## config.mk

```make
export PLATFORM = sky130hd
export DESIGN_NAME = plat_land_scanner
export DESIGN_NICKNAME = d
export VERILOG_FILES = /design/src/rtl/plat_land_scanner.sv
export SDC_FILE = /design/constraint.sdc
export NUM_CORES = 1
export LEC_CHECK = 0
export ABC_AREA = 1
export ABC_CLOCK_PERIOD_IN_PS = 7000
export CAP_MARGIN = 20
export CORE_UTILIZATION = 25
export DETAILED_ROUTE_END_ITERATION = 10
export SLEW_MARGIN = 5
export SYNTH_ARGS = -nofsm -noshare
export SYNTH_HDL_FRONTEND = slang
export SYNTH_SLANG_ARGS = --single-unit
```

## constraint.sdc

```tcl
create_clock -name clk -period 7 [get_ports clk]
set_input_delay 0.7 -clock clk [delete_from_list [all_inputs] [get_ports clk]]
set_output_delay 0.7 -clock clk [all_outputs]
set_load 0.01 [all_outputs]
```

## src/rtl/plat_land_scanner.sv

```systemverilog
// Per-frame landing scanner: folds absolute char Y into block base + offset, then
// walks the platform table one entry per cycle and reports the highest landing hit.
module plat_land_scanner #(
  parameter int unsigned PLAT_NUM    = 10,
  parameter int unsigned PHY_WIDTH   = 14,
  parameter int unsigned BLOCK_WIDTH = 480,
  parameter int unsigned CHAR_W      = 16,
  parameter int unsigned LAND_TOL    = 4
) (
  input  logic                          clk,
  input  logic                          rst_n,
  input  logic                          frame_tick,
  input  logic                          block_switch,
  input  logic [PHY_WIDTH-1:0]          char_x,
  input  logic [PHY_WIDTH-1:0]          char_y,
  input  logic                          falling,
  input  logic [PLAT_NUM*PHY_WIDTH-1:0] plat_x_bus,
  input  logic [PLAT_NUM*PHY_WIDTH-1:0] plat_y_bus,
  input  logic [PLAT_NUM*PHY_WIDTH-1:0] plat_len_bus,
  output logic                          busy,
  output logic                          done,
  output logic                          hit,
  output logic [3:0]                    hit_idx,
  output logic [PHY_WIDTH-1:0]          hit_y,
  output logic                          overrun
);

  localparam int unsigned SUM_W = PHY_WIDTH + 1;
  localparam int unsigned IDX_W = 4;
  localparam int unsigned TBL_N = 16;
  localparam logic [IDX_W-1:0]     LAST_IDX = IDX_W'(PLAT_NUM - 1);
  localparam logic [PHY_WIDTH-1:0] BLK      = PHY_WIDTH'(BLOCK_WIDTH);

  typedef enum logic [1:0] {IDLE, NORM, SCAN, DONE} state_t;

  state_t               state;
  logic [PHY_WIDTH-1:0] lat_x;
  logic                 lat_fall;
  logic [PHY_WIDTH-1:0] rel_y;
  logic [PHY_WIDTH-1:0] base;
  logic [IDX_W-1:0]     idx;
  logic                 best_vld;
  logic [IDX_W-1:0]     best_idx;
  logic [PHY_WIDTH-1:0] best_py;

  logic [PHY_WIDTH-1:0] tbl_x   [TBL_N];
  logic [PHY_WIDTH-1:0] tbl_y   [TBL_N];
  logic [PHY_WIDTH-1:0] tbl_len [TBL_N];

  // Unpack the flat buses; slots past PLAT_NUM read as zero and are never indexed.
  for (genvar i = 0; i < TBL_N; i++) begin : g_tbl
    if (i < PLAT_NUM) begin : g_used
      assign tbl_x[i]   = plat_x_bus[i*PHY_WIDTH +: PHY_WIDTH];
      assign tbl_y[i]   = plat_y_bus[i*PHY_WIDTH +: PHY_WIDTH];
      assign tbl_len[i] = plat_len_bus[i*PHY_WIDTH +: PHY_WIDTH];
    end else begin : g_pad
      assign tbl_x[i]   = '0;
      assign tbl_y[i]   = '0;
      assign tbl_len[i] = '0;
    end
  end

  logic [PHY_WIDTH-1:0] cand_x_c;
  logic [PHY_WIDTH-1:0] cand_y_c;
  logic [PHY_WIDTH-1:0] cand_len_c;
  logic                 x_lo_ok_c;
  logic                 x_hi_ok_c;
  logic                 y_ok_c;
  logic                 take_c;
  logic                 start_c;

  // Qualification of the current entry; sums carry one extra bit so they never wrap.
  always_comb begin
    cand_x_c   = tbl_x[idx];
    cand_y_c   = tbl_y[idx];
    cand_len_c = tbl_len[idx];
    x_lo_ok_c  = (SUM_W'(lat_x) + SUM_W'(CHAR_W)) > SUM_W'(cand_x_c);
    x_hi_ok_c  = SUM_W'(lat_x) < (SUM_W'(cand_x_c) + SUM_W'(cand_len_c));
    y_ok_c     = (cand_y_c <= rel_y) &&
                 (SUM_W'(rel_y) <= (SUM_W'(cand_y_c) + SUM_W'(LAND_TOL)));
    take_c     = lat_fall && x_lo_ok_c && x_hi_ok_c && y_ok_c &&
                 (!best_vld || (cand_y_c > best_py));
    start_c    = ((state == IDLE) && frame_tick) ||
                 (((state == NORM) || (state == SCAN)) && block_switch);
  end

  always_ff @(posedge clk or negedge rst_n) begin
    if (!rst_n) begin
      state    <= IDLE;
      busy     <= 1'b0;
      done     <= 1'b0;
      hit      <= 1'b0;
      hit_idx  <= '0;
      hit_y    <= '0;
      overrun  <= 1'b0;
      lat_x    <= '0;
      lat_fall <= 1'b0;
      rel_y    <= '0;
      base     <= '0;
      idx      <= '0;
      best_vld <= 1'b0;
      best_idx <= '0;
      best_py  <= '0;
    end else begin
      done    <= 1'b0;
      overrun <= (state != IDLE) && frame_tick;
      if (start_c) begin
        // Fresh start or restart after a table change: re-latch from the ports.
        state    <= NORM;
        busy     <= 1'b1;
        lat_x    <= char_x;
        lat_fall <= falling;
        rel_y    <= char_y;
        base     <= '0;
        best_vld <= 1'b0;
        best_idx <= '0;
        best_py  <= '0;
      end else begin
        unique case (state)
          IDLE: begin
          end
          NORM: begin
            if (rel_y >= BLK) begin
              rel_y <= rel_y - BLK;
              base  <= base + BLK;
            end else begin
              idx   <= '0;
              state <= SCAN;
            end
          end
          SCAN: begin
            idx <= idx + IDX_W'(1);
            if (take_c) begin
              best_vld <= 1'b1;
              best_idx <= idx;
              best_py  <= cand_y_c;
            end
            // Last entry folds straight into the result registers.
            if (idx == LAST_IDX) begin
              state <= DONE;
              done  <= 1'b1;
              if (take_c) begin
                hit     <= 1'b1;
                hit_idx <= idx;
                hit_y   <= base + cand_y_c;
              end else if (best_vld) begin
                hit     <= 1'b1;
                hit_idx <= best_idx;
                hit_y   <= base + best_py;
              end else begin
                hit     <= 1'b0;
                hit_idx <= '0;
                hit_y   <= '0;
              end
            end
          end
          DONE: begin
            state <= IDLE;
            busy  <= 1'b0;
          end
          default: begin
            state <= IDLE;
            busy  <= 1'b0;
          end
        endcase
      end
    end
  end

endmodule

```

After elaboration in Yosys (flattened, before gate mapping)
Index checks and enable logic that the tools add are counted.

cells by class
  $add $sub $neg = 8
  $lt $le $gt $ge = 7
  equality and inequality tests = 7
  multiplexer cells = 41
  bitwise logic cells = 2
  reduce and logical (&&, ||, !) cells = 26

operators with widths
  operator                                                                number
  14-bit two-way mux                                                      17
  14-bit binary-select mux with 4-bit select                              3
  14-bit adder                                                            2
  4-bit two-way mux                                                       6
  14-bit by 14-bit adder with 15-bit output                               1
  14-bit by 3-bit adder with 15-bit output, second input constant         1
  14-bit by 5-bit adder with 15-bit output, second input constant         1
  15-bit by 14-bit > comparator with 1-bit output                         1
  14-bit by 15-bit less-or-equal comparator with 1-bit output             1
  14-bit by 15-bit < comparator with 1-bit output                         1
  14-bit by 9-bit adder with 14-bit output, second input constant         1
  14-bit by 9-bit >= comparator with 1-bit output, second input constant  1
  14-bit > comparator                                                     1
  14-bit less-or-equal comparator                                         1
  2-bit nonzero test                                                      7
  14-bit by 9-bit subtractor with 14-bit output, second input constant    1
  1-bit two-way mux                                                       10
  3-bit AND reduction                                                     3
  1-bit logical AND                                                       8
  4-bit one-hot mux with 2 select lines                                   1
  2-bit two-way mux                                                       3
  2-bit one-hot mux with 3 select lines                                   1
  5-bit >= comparator, second input constant                              1
  4-bit inverter with 5-bit output                                        1
  other kinds (13)                                                        17

storage, ports and cells
  register bits = 90
  input bits = 453
  output and inout port bits = 22
  word-level logic and storage cells = 106

Logic depth before layout (Yosys ltp)
Gate-level depths: netlist (run 1).

  depth in word-level cells = 12
  gate-level depth with buffers = 39
  gate-level depth less buffers = 31

Least setup slack after synthesis (run 1)
Ideal clock, no wire load.

  kind = register -> register
  from = reg idx[0]
  to = reg best_py[11]
  setup time = 117 ps
  arrival = 4,828 ps
  data required time = 6,883 ps
  slack = 2,055 ps
  cell stages (with the launch flop) = 35
  buffers on the path = 9
  period minus slack after synthesis = 4,945 ps
  path through = dfrtp_1 buf_6 buf_6 buf_4 buf_4 buf_2 buf_2 buf_2 buf_2 mux2i_1 o21ai_0 ha_1 fa_1 a21oi_1 inv_1 nand2_1 nor2_1 nor2_1 xor2_1 ha_1 a21oi_1 nor3_1 a211oi_1 o21ai_0 nand2_1 nand2_1 nand2_1 nand2_1 nand2_1 nand4_4 nand2_1 nand2_2 buf_2 nand2_1 nand2_1

between the ends
  cells in the longest elaborated chain, start to end = 11
  elaborated cells between the ends (all ways) = 28
  those cells by class = add/sub: 2; order compare: 5; mux: 12; bitwise: 1; reduce/logical: 8

RTL lines
  element                                                                        line        RTL
  start, declared                                                                41          logic [IDX_W-1:0] idx;
  start signal, assigned                                                         132         idx <= idx + IDX_W'(1);
  4-bit inverter with 5-bit output (implied by the code) (*)                     74, 75, 76
  14-bit binary-select mux with 4-bit select (on tied branches)                  74, 75, 76
  14-bit two-way mux (on tied branches) (2 in series)                            74, 75, 76
  14-bit by 14-bit adder with 15-bit output, or another cell as far along        78          x_hi_ok_c = SUM_W'(lat_x) < (SUM_W'(cand_x_c) + SUM_W'(cand_len_c));
  14-bit by 15-bit < comparator with 1-bit output, or another cell as far along  78
  1-bit logical AND (on tied branches)                                           81, 79
  1-bit logical AND (2 in series)                                                81          take_c = lat_fall && x_lo_ok_c && x_hi_ok_c && y_ok_c &&
  2-bit nonzero test (no source line)                                            -
  2-bit AND reduction (no source line)                                           -
  end signal, assigned                                                           136         best_py <= cand_y_c;
  end, declared                                                                  44          logic [PHY_WIDTH-1:0] best_py;

Mark *: on every way between the ends. The rest lies on a longest branch, timed or not. The select of a mux whose other input is x is not followed.
A chain may end at the register's enable or synchronous reset.

Worst setup path after layout (run 1)
  from = reg idx[0]
  to = reg hit_idx[3]

between the ends
  cells in the longest elaborated chain, start to end = 10
  elaborated cells between the ends (all ways) = 26
  those cells by class = add/sub: 2; order compare: 5; eq/ne: 1; mux: 10; bitwise: 1; reduce/logical: 7

RTL lines
  element                                                                        line        RTL
  4-bit inverter with 5-bit output (implied by the code)                         74, 75, 76
  14-bit binary-select mux with 4-bit select (on tied branches)                  74, 75, 76
  14-bit two-way mux (on tied branches) (2 in series)                            74, 75, 76
  14-bit by 14-bit adder with 15-bit output, or another cell as far along        78
  14-bit by 15-bit < comparator with 1-bit output, or another cell as far along  78
  1-bit logical AND (on tied branches)                                           81, 79
  1-bit logical AND (2 in series)                                                81
  4-bit two-way mux                                                              142         if (take_c) begin
  end signal, assigned                                                           144         hit_idx <= idx;
  end signal, assigned                                                           148         hit_idx <= best_idx;
  end, declared                                                                  23          output logic [3:0] hit_idx,

Parallel ways exist; a longest one is shown, timed or not. The select of a mux whose other input is x is not followed.

==> impl_metrics.yaml, run 1 <==
logic_synthesis:
  synth_fa_ha_area_share_pct: 12.65
  ys.flop_type: "dfrtp_1"
  synth_simple_gate_area_share_pct: 32.37
  synth_cells: 1776
  synthesis.area_um2: 11040
  synthMuxAreaShare_pct: 0.6349
  ys.warnings.count: 0
  synth_compound_area_share_pct: 21.20
  synth_top_area_share_pct: 19.27
  ys_seq_elements: 85
  syn_nets: 2340
  synthXorXnorAreaFrac_pct: 3.651
  ys_types: 55
  synth_top_family_by_area: "simple AND/OR/NAND/NOR gates"
  ys_async_sr_fraction_pct: 100.0
  synth_edf_count: 0
  yosysTopAreaCell: "dfrtp_1"
  netlist_top_cells_area: "dfrtp_1 (19%), nand2_1 (17%), ha_1 (12%)"
  yosysSeqAreaShare_pct: 19.27
  syn_area_per_cell_um2: 6.214
floorplanning:
  die_h_um: 212.1
  start_util_pct: 25.51
  coreArea_um2: 43270
  row_count: 76
  num_io_pins: 475
  chipWidth_um: 212.1
  die-area_um2: 44990
timing:
  hold_violations: 0
  worst_slew_pin_slew_ps: 1022
  tns_ps: 0
  max_freq_mhz: 172.0
  fin_ws_ps: 1187
  worst_hold_slack_ps: 253.9
  finalCritPeriodShare_pct: 83.05
  rsz0062_at_grt: "no"
  finalCriticalPeriod_ps: 5813
  drv_slew: 0
  final-setup-viol-count: 0
  slew_headroom_pct: 31.85
  finClkSkew_ps: 13.98
run_status:
  outcome: "finished clean"
critical_path:
  worst-path-buf-inv: 3
  end_kind: "flip-flop"
  slowest_delay_ps: 630
  cpMostUsedCell: "nand2_1"
  timing.rr.end: "hit_idx[3]"
  crit_cells: 30
  r2r_setup_slack_ps: 1190
  crit_fanout: 69
  cp-start-kind: "flip-flop"
  cp.required_ps: 7300
  arrival_ps: 6120
  crit_path_end: "hit_idx[3]"
  cp-startpoint: "idx[0]"
  crit_family: "simple AND/OR/NAND/NOR gates"
  slowest_stage: "nor2_4"
  r2r_start: "idx[0]"
  reg2regPathDepth: 30
  setup.worst_path.class: "reg -> reg"
power_and_ir_drop:
  ir_drop_mv: 0.2762
  power_density_nw_per_um2: 467.2
  p_leak_uw: 0.007554
  finalPower_uw: 7705
drt:
  dr_wl_met3_mm: 3.479
  vias_per_cell: 4.925
  drtAntennaViolNets: 0
  wire_per_inst_um: 18.62
  first_pass_iters: 5
  drt-met1-wl_mm: 21.27
  route.vias.total: 13670
  top_layer: "met5"
  drt_wl_total_mm: 51.66
  drt_iter0_drc: 882
  wl_met2_mm: 25.61
  drc: 0
placement:
  place.gp.congestion: 0.9818
  post-place-ws_ps: 1143
  port_buffers: 474
  dp_hpwl_mm: 41.60
  dpl_cell_area_um2: 16210
min_path:
  min_path_type: "in -> async"
clocking:
  cts_tree: "yes"
  clkSlewWorstSetupHoldPaths_ps: 70
  ctsResizeCount: 0
  cts_max_path_buffers: 2
  postCtsSetupRepairBufs: 0
  htree_levels: 3
  insertion_delay_ps: 370
  postCtsHoldBufs: 0
  root_buffer: "clkbuf_16"
  cts.sinks: 85
  cts_buffers: 9
global_routing:
  grt_use_total_pct: 22.69
  grt_max_degree: 110
  grt_pass1_wl_mm: 77.05
  grt_pass1_vias: 13330
  grt-ovfl-total: 0
  antenna_found_initial: 4
layout:
  final_area_um2: 16490
  drive_gt1_share_pct: 3.426
  areaGrowthSynthToFinish_pct: 49.46
  nNetsFinal: 2748
  fill_cells: 4616
run:
  cap_violations: 0
[power by group]
group	switching, uW	total, uW	internal, uW
clock	230	475	245
combinational	3940	6300	2360
sequential	271	931	660
[per-stage QoR]
stage / utilization, % / instances
6_report: 38.12 / 2775
5_1_grt: 38.11 / 2774
4_1_cts: 38.11 / 2774
3_5_place_dp: 37.46 / 2758
3_3_place_gp: 37.46 / 2758
2_1_floorplan: - / 1776
[cell families (layout without fill, tap and decap cells)]
logic type / Yosys count / after routing
buffers and inverters: 266 / 679
adder cells (fa/ha/maj): 111 / 111
AO/OA/AOI/OAI: 388 / 388
XOR/XNOR: 46 / 46
other: 1 / 2
AND/OR/NAND/NOR: 872 / 872
multiplexers: 7 / 7
flip-flops: 85 / 85
[Yosys cell counts (6+ instances only)]
master,count
nand2_1,512
nor2_1,207
o21ai_0,177
inv_1,162
ha_1,110
nand3_1,105
dfrtp_1,85
a21oi_1,70
clkbuf_1,55
o221ai_1,52
xor2_1,31
o211ai_1,23
o22ai_1,20
buf_2,17
xnor2_1,15
nor3_1,13
buf_4,11
nand4_1,11
a31o_2,9
buf_6,8
buf_1,7
mux2i_1,7
a31oi_1,6
nand2_2,6
o31ai_1,6
[worst min-delay path by stage]
stage,from,endpoint,cells past startpoint
after floorplan,rst_n,base[10],0
after global placement,best_idx[3],best_idx[3],2
after detailed placement,best_idx[0],best_idx[0],2
after CTS,rst_n,done,1
after global routing,rst_n,done,1
final,rst_n,done,1
[cells in the final DEF (no fill, tap or decap), types with 9 or more instances in the layout]
cell / n
nor2_1: 207
o221ai_1: 52
ha_1: 110
dfrtp_1: 82
clkbuf_16: 9
xor2_1: 31
o22ai_1: 20
nor3_1: 12
o211ai_1: 23
clkdlybuf4s50_1: 473
o21ai_0: 177
buf_4: 21
nand4_1: 11
xnor2_1: 15
inv_1: 162
a31o_2: 9
a21oi_1: 70
nand2_1: 512
nand3_1: 105
[worst register-to-register path: cells and delay by family (launching register included)]
family	cells	cell delay, ps
adders and majority gates	2	530
xor gates and xnor gates	1	170
AOI/OAI and AO/OA	9	1570
buffers and inverters	3	1020
DFF	1	620
and+or+nand+nor	15	1810
[state kept, by name, summed over array words and instances, names as in the netlist]
signal    flops
rel_y        14
base          9
busy          1
lat_fall      1
best_vld      1
hit_idx       4
best_idx      4
lat_x        14
state         2
hit           1
idx           4
best_py      14
done          1
overrun       1
hit_y        14
[area by class of cell]
cell class              count  area, um2  area share [%]
clock buffers               9      225.2           1.365
inverters                 168      635.6           3.854
well taps                 585      732.0           4.438
flip-flops and latches     85       2133           12.93
repair buffers            495       4912           29.78
multi-input cells        1425       7796           47.27
diodes                      1      2.502         0.01517
clock inverters             7      56.30          0.3414
[per-layer routing]
| metal | vias up | global-route usage, % |
|---|---|---|
| met4 | 6 | 6.347 |
| met1 | 6319 | 26.66 |
| met5 | - | 0 |
| met2 | 526 | 40.96 |
| li1 | 6744 | - |
| met3 | 72 | 5.007 |
No activity file was read; power rests on OpenSTA's default activity.
==> inputs of run 2 (changes only) <==
ABC_CLOCK_PERIOD_IN_PS = 5280   (was 7000)
clock period = 5.28 ns   (was 7 ns; I/O delays follow)
==> impl_metrics.yaml, run 2 (same netlist as run 1, synthesis figures left out) <==
run_status:
  outcome: "finished clean"
critical_path:
  setup.worst_path.class: "reg -> reg"
  timing.rr.end: "hit_y[9]"
  cp-startpoint: "idx[0]"
  worst-path-buf-inv: 3
  arrival_ps: 5030
  cpMostUsedCell: "nand2_1"
  slowest_delay_ps: 560
  crit_path_end: "hit_y[9]"
  reg2regPathDepth: 31
  crit_cells: 31
  end_kind: "flip-flop"
  cp.required_ps: 5530
  slowest_stage: "dfrtp_4"
  crit_family: "simple AND/OR/NAND/NOR gates"
  r2r_setup_slack_ps: 500
  cp-start-kind: "flip-flop"
  r2r_start: "idx[0]"
  crit_fanout: 50
drt:
  drt_wl_total_mm: 51.56
  route.vias.total: 13730
  vias_per_cell: 4.896
  drtAntennaViolNets: 0
  wire_per_inst_um: 18.38
  drc: 0
  drt_iter0_drc: 890
  first_pass_iters: 5
power_and_ir_drop:
  p_switching_uw: 5995
  clockPowerShare_pct: 6.7
  p_leak_uw: 0.007751
  switching_share_pct: 56.08
  ir_drop_mv: 0.3570
  power_density_nw_per_um2: 634.3
  finalPower_uw: 10690
  combPwrFrac_pct: 82.4
  seqPwrFrac_pct: 10.9
  power.internal_uw: 4696
layout:
  nNetsFinal: 2777
  final_common_cell: "nand2_1"
  multiInputGateArea_um2: 7811
  ff_latch_area_um2: 2133
  areaGrowthSynthToFinish_pct: 52.74
  fill_cells: 4601
  drive_gt1_share_pct: 4.869
  layout_common_cells: "nand2_1 (511), clkdlybuf4s50_1 (473), nor2_1 (207), o21ai_0 (177), inv_1 (162)"
clocking:
  htree_levels: 3
  cts_max_path_buffers: 2
  insertion_delay_ps: 370
  root_buffer: "clkbuf_16"
  postCtsHoldBufs: 0
  cts.sinks: 85
  cts_tree: "yes"
  clkSlewWorstSetupHoldPaths_ps: 80
  cts_buffers: 9
floorplanning:
  die_h_um: 212.1
  chipWidth_um: 212.1
  row_count: 76
  start_util_pct: 25.51
  num_io_pins: 475
  coreArea_um2: 43270
  die-area_um2: 44990
global_routing:
  grt-ovfl-total: 0
  grt_pass1_wl_mm: 77.36
  antenna_found_initial: 3
  grt_pass1_vias: 13360
  grt_use_total_pct: 22.59
  grt_max_degree: 62
timing:
  finalCritPeriodShare_pct: 90.62
  worst_slew_pin_slew_ps: 642.6
  hold_violations: 0
  slew_headroom_pct: 57.00
  finClkSkew_ps: 16.19
  rsz0062_at_grt: "no"
  max_freq_mhz: 209.0
  final-setup-viol-count: 0
  drv_slew: 0
  tns_ps: 0
  finalCriticalPeriod_ps: 4785
placement:
  place.gp.congestion: 0.9805
  dp_hpwl_mm: 42.05
  port_buffers: 474
min_path:
  min_path_type: "in -> async"
run:
  cap_violations: 0
==> run 2: cell types whose count changed in the layout (fill, tap and decap cells not counted), sizes merged <==
cell | previous run | this run
clkbuf | 9 | 11
buf | 22 | 50
clkinvlp | 3 | 0
diode | 1 | 2
bufinv | 0 | 2
==> run 2: worst register-to-register path, delay by kind of cell, from the launching register on <==
kind | cells | cell delay (ps)
AOI/OAI and AO/OA | 6 | 970
xor gates and xnor gates | 1 | 140
adders and majority gates | 2 | 730
buffers and inverters | 3 | 640
DFF | 1 | 560
and+or+nand+nor | 19 | 1630
==> run 2: power groups by stage <==
stage	logic [uW]	clock network, uW	registers (uW)
6_report	8810	720	1160
3_5_place_dp	8600	0	1180
3_3_place_gp	8450	0	1170
5_1_grt	9910	764	1190
4_1_cts	8660	740	1170
2_1_floorplan	6060	0	1060
==> run 2: metal layers <==
layer	wire [um]	track usage, %	vias to the layer above
li1	-	-	6819
met1	21720	27.27	6386
met2	26080	41.62	481
met3	2875	3.796	45
met4	859	4.548	2
met5	17	0	-
==> run 2: how the worst min path moves through the flow <==
stage / slack [ps] / endpoint / cells after the start
detailed placement: 470 / hit_y[6] / 2
finish: 140 / hit_y[4] / 1
global route: 180 / best_py[6] / 1
global placement: 460 / best_idx[3] / 2
CTS: 160 / best_py[3] / 1
floorplan: 230 / base[10] / 0
==> run 2: final cells by class <==
class                           instances  area share [%]
Multi-Input combinational cell       1425           46.34
Clock buffer                           10           1.358
Tap cell                              585           4.342
Sequential cell                        85           12.66
Timing Repair Buffer                  524           30.93
Clock inverter                          6          0.5567
Antenna cell                            2         0.02969
Inverter                              168           3.786
==> run 2: repair_timing <==
item,in CTS,in global routing
endpoints found under the hold margin,0,0
setup buffers,0,4
endpoints found under the setup margin,0,37
resized for setup,0,7
==> run 2: stage by stage <==
stage / hold WS [ps] / area, um2 / utilization (%) / setup slack [ps] / std cells
6_report: 144.9 / 16860 / 38.96 / 495.0 / 2805
5_1_grt: 182.1 / 16850 / 38.95 / 8.512 / 2804
4_1_cts: 157.4 / 16770 / 38.76 / 219.3 / 2798
3_5_place_dp: 466.3 / 16450 / 38.01 / 165.5 / 2782
3_3_place_gp: 455.9 / 16450 / 38.01 / 280.3 / 2782
2_1_floorplan: 232.4 / 11040 / - / 334.6 / 1776
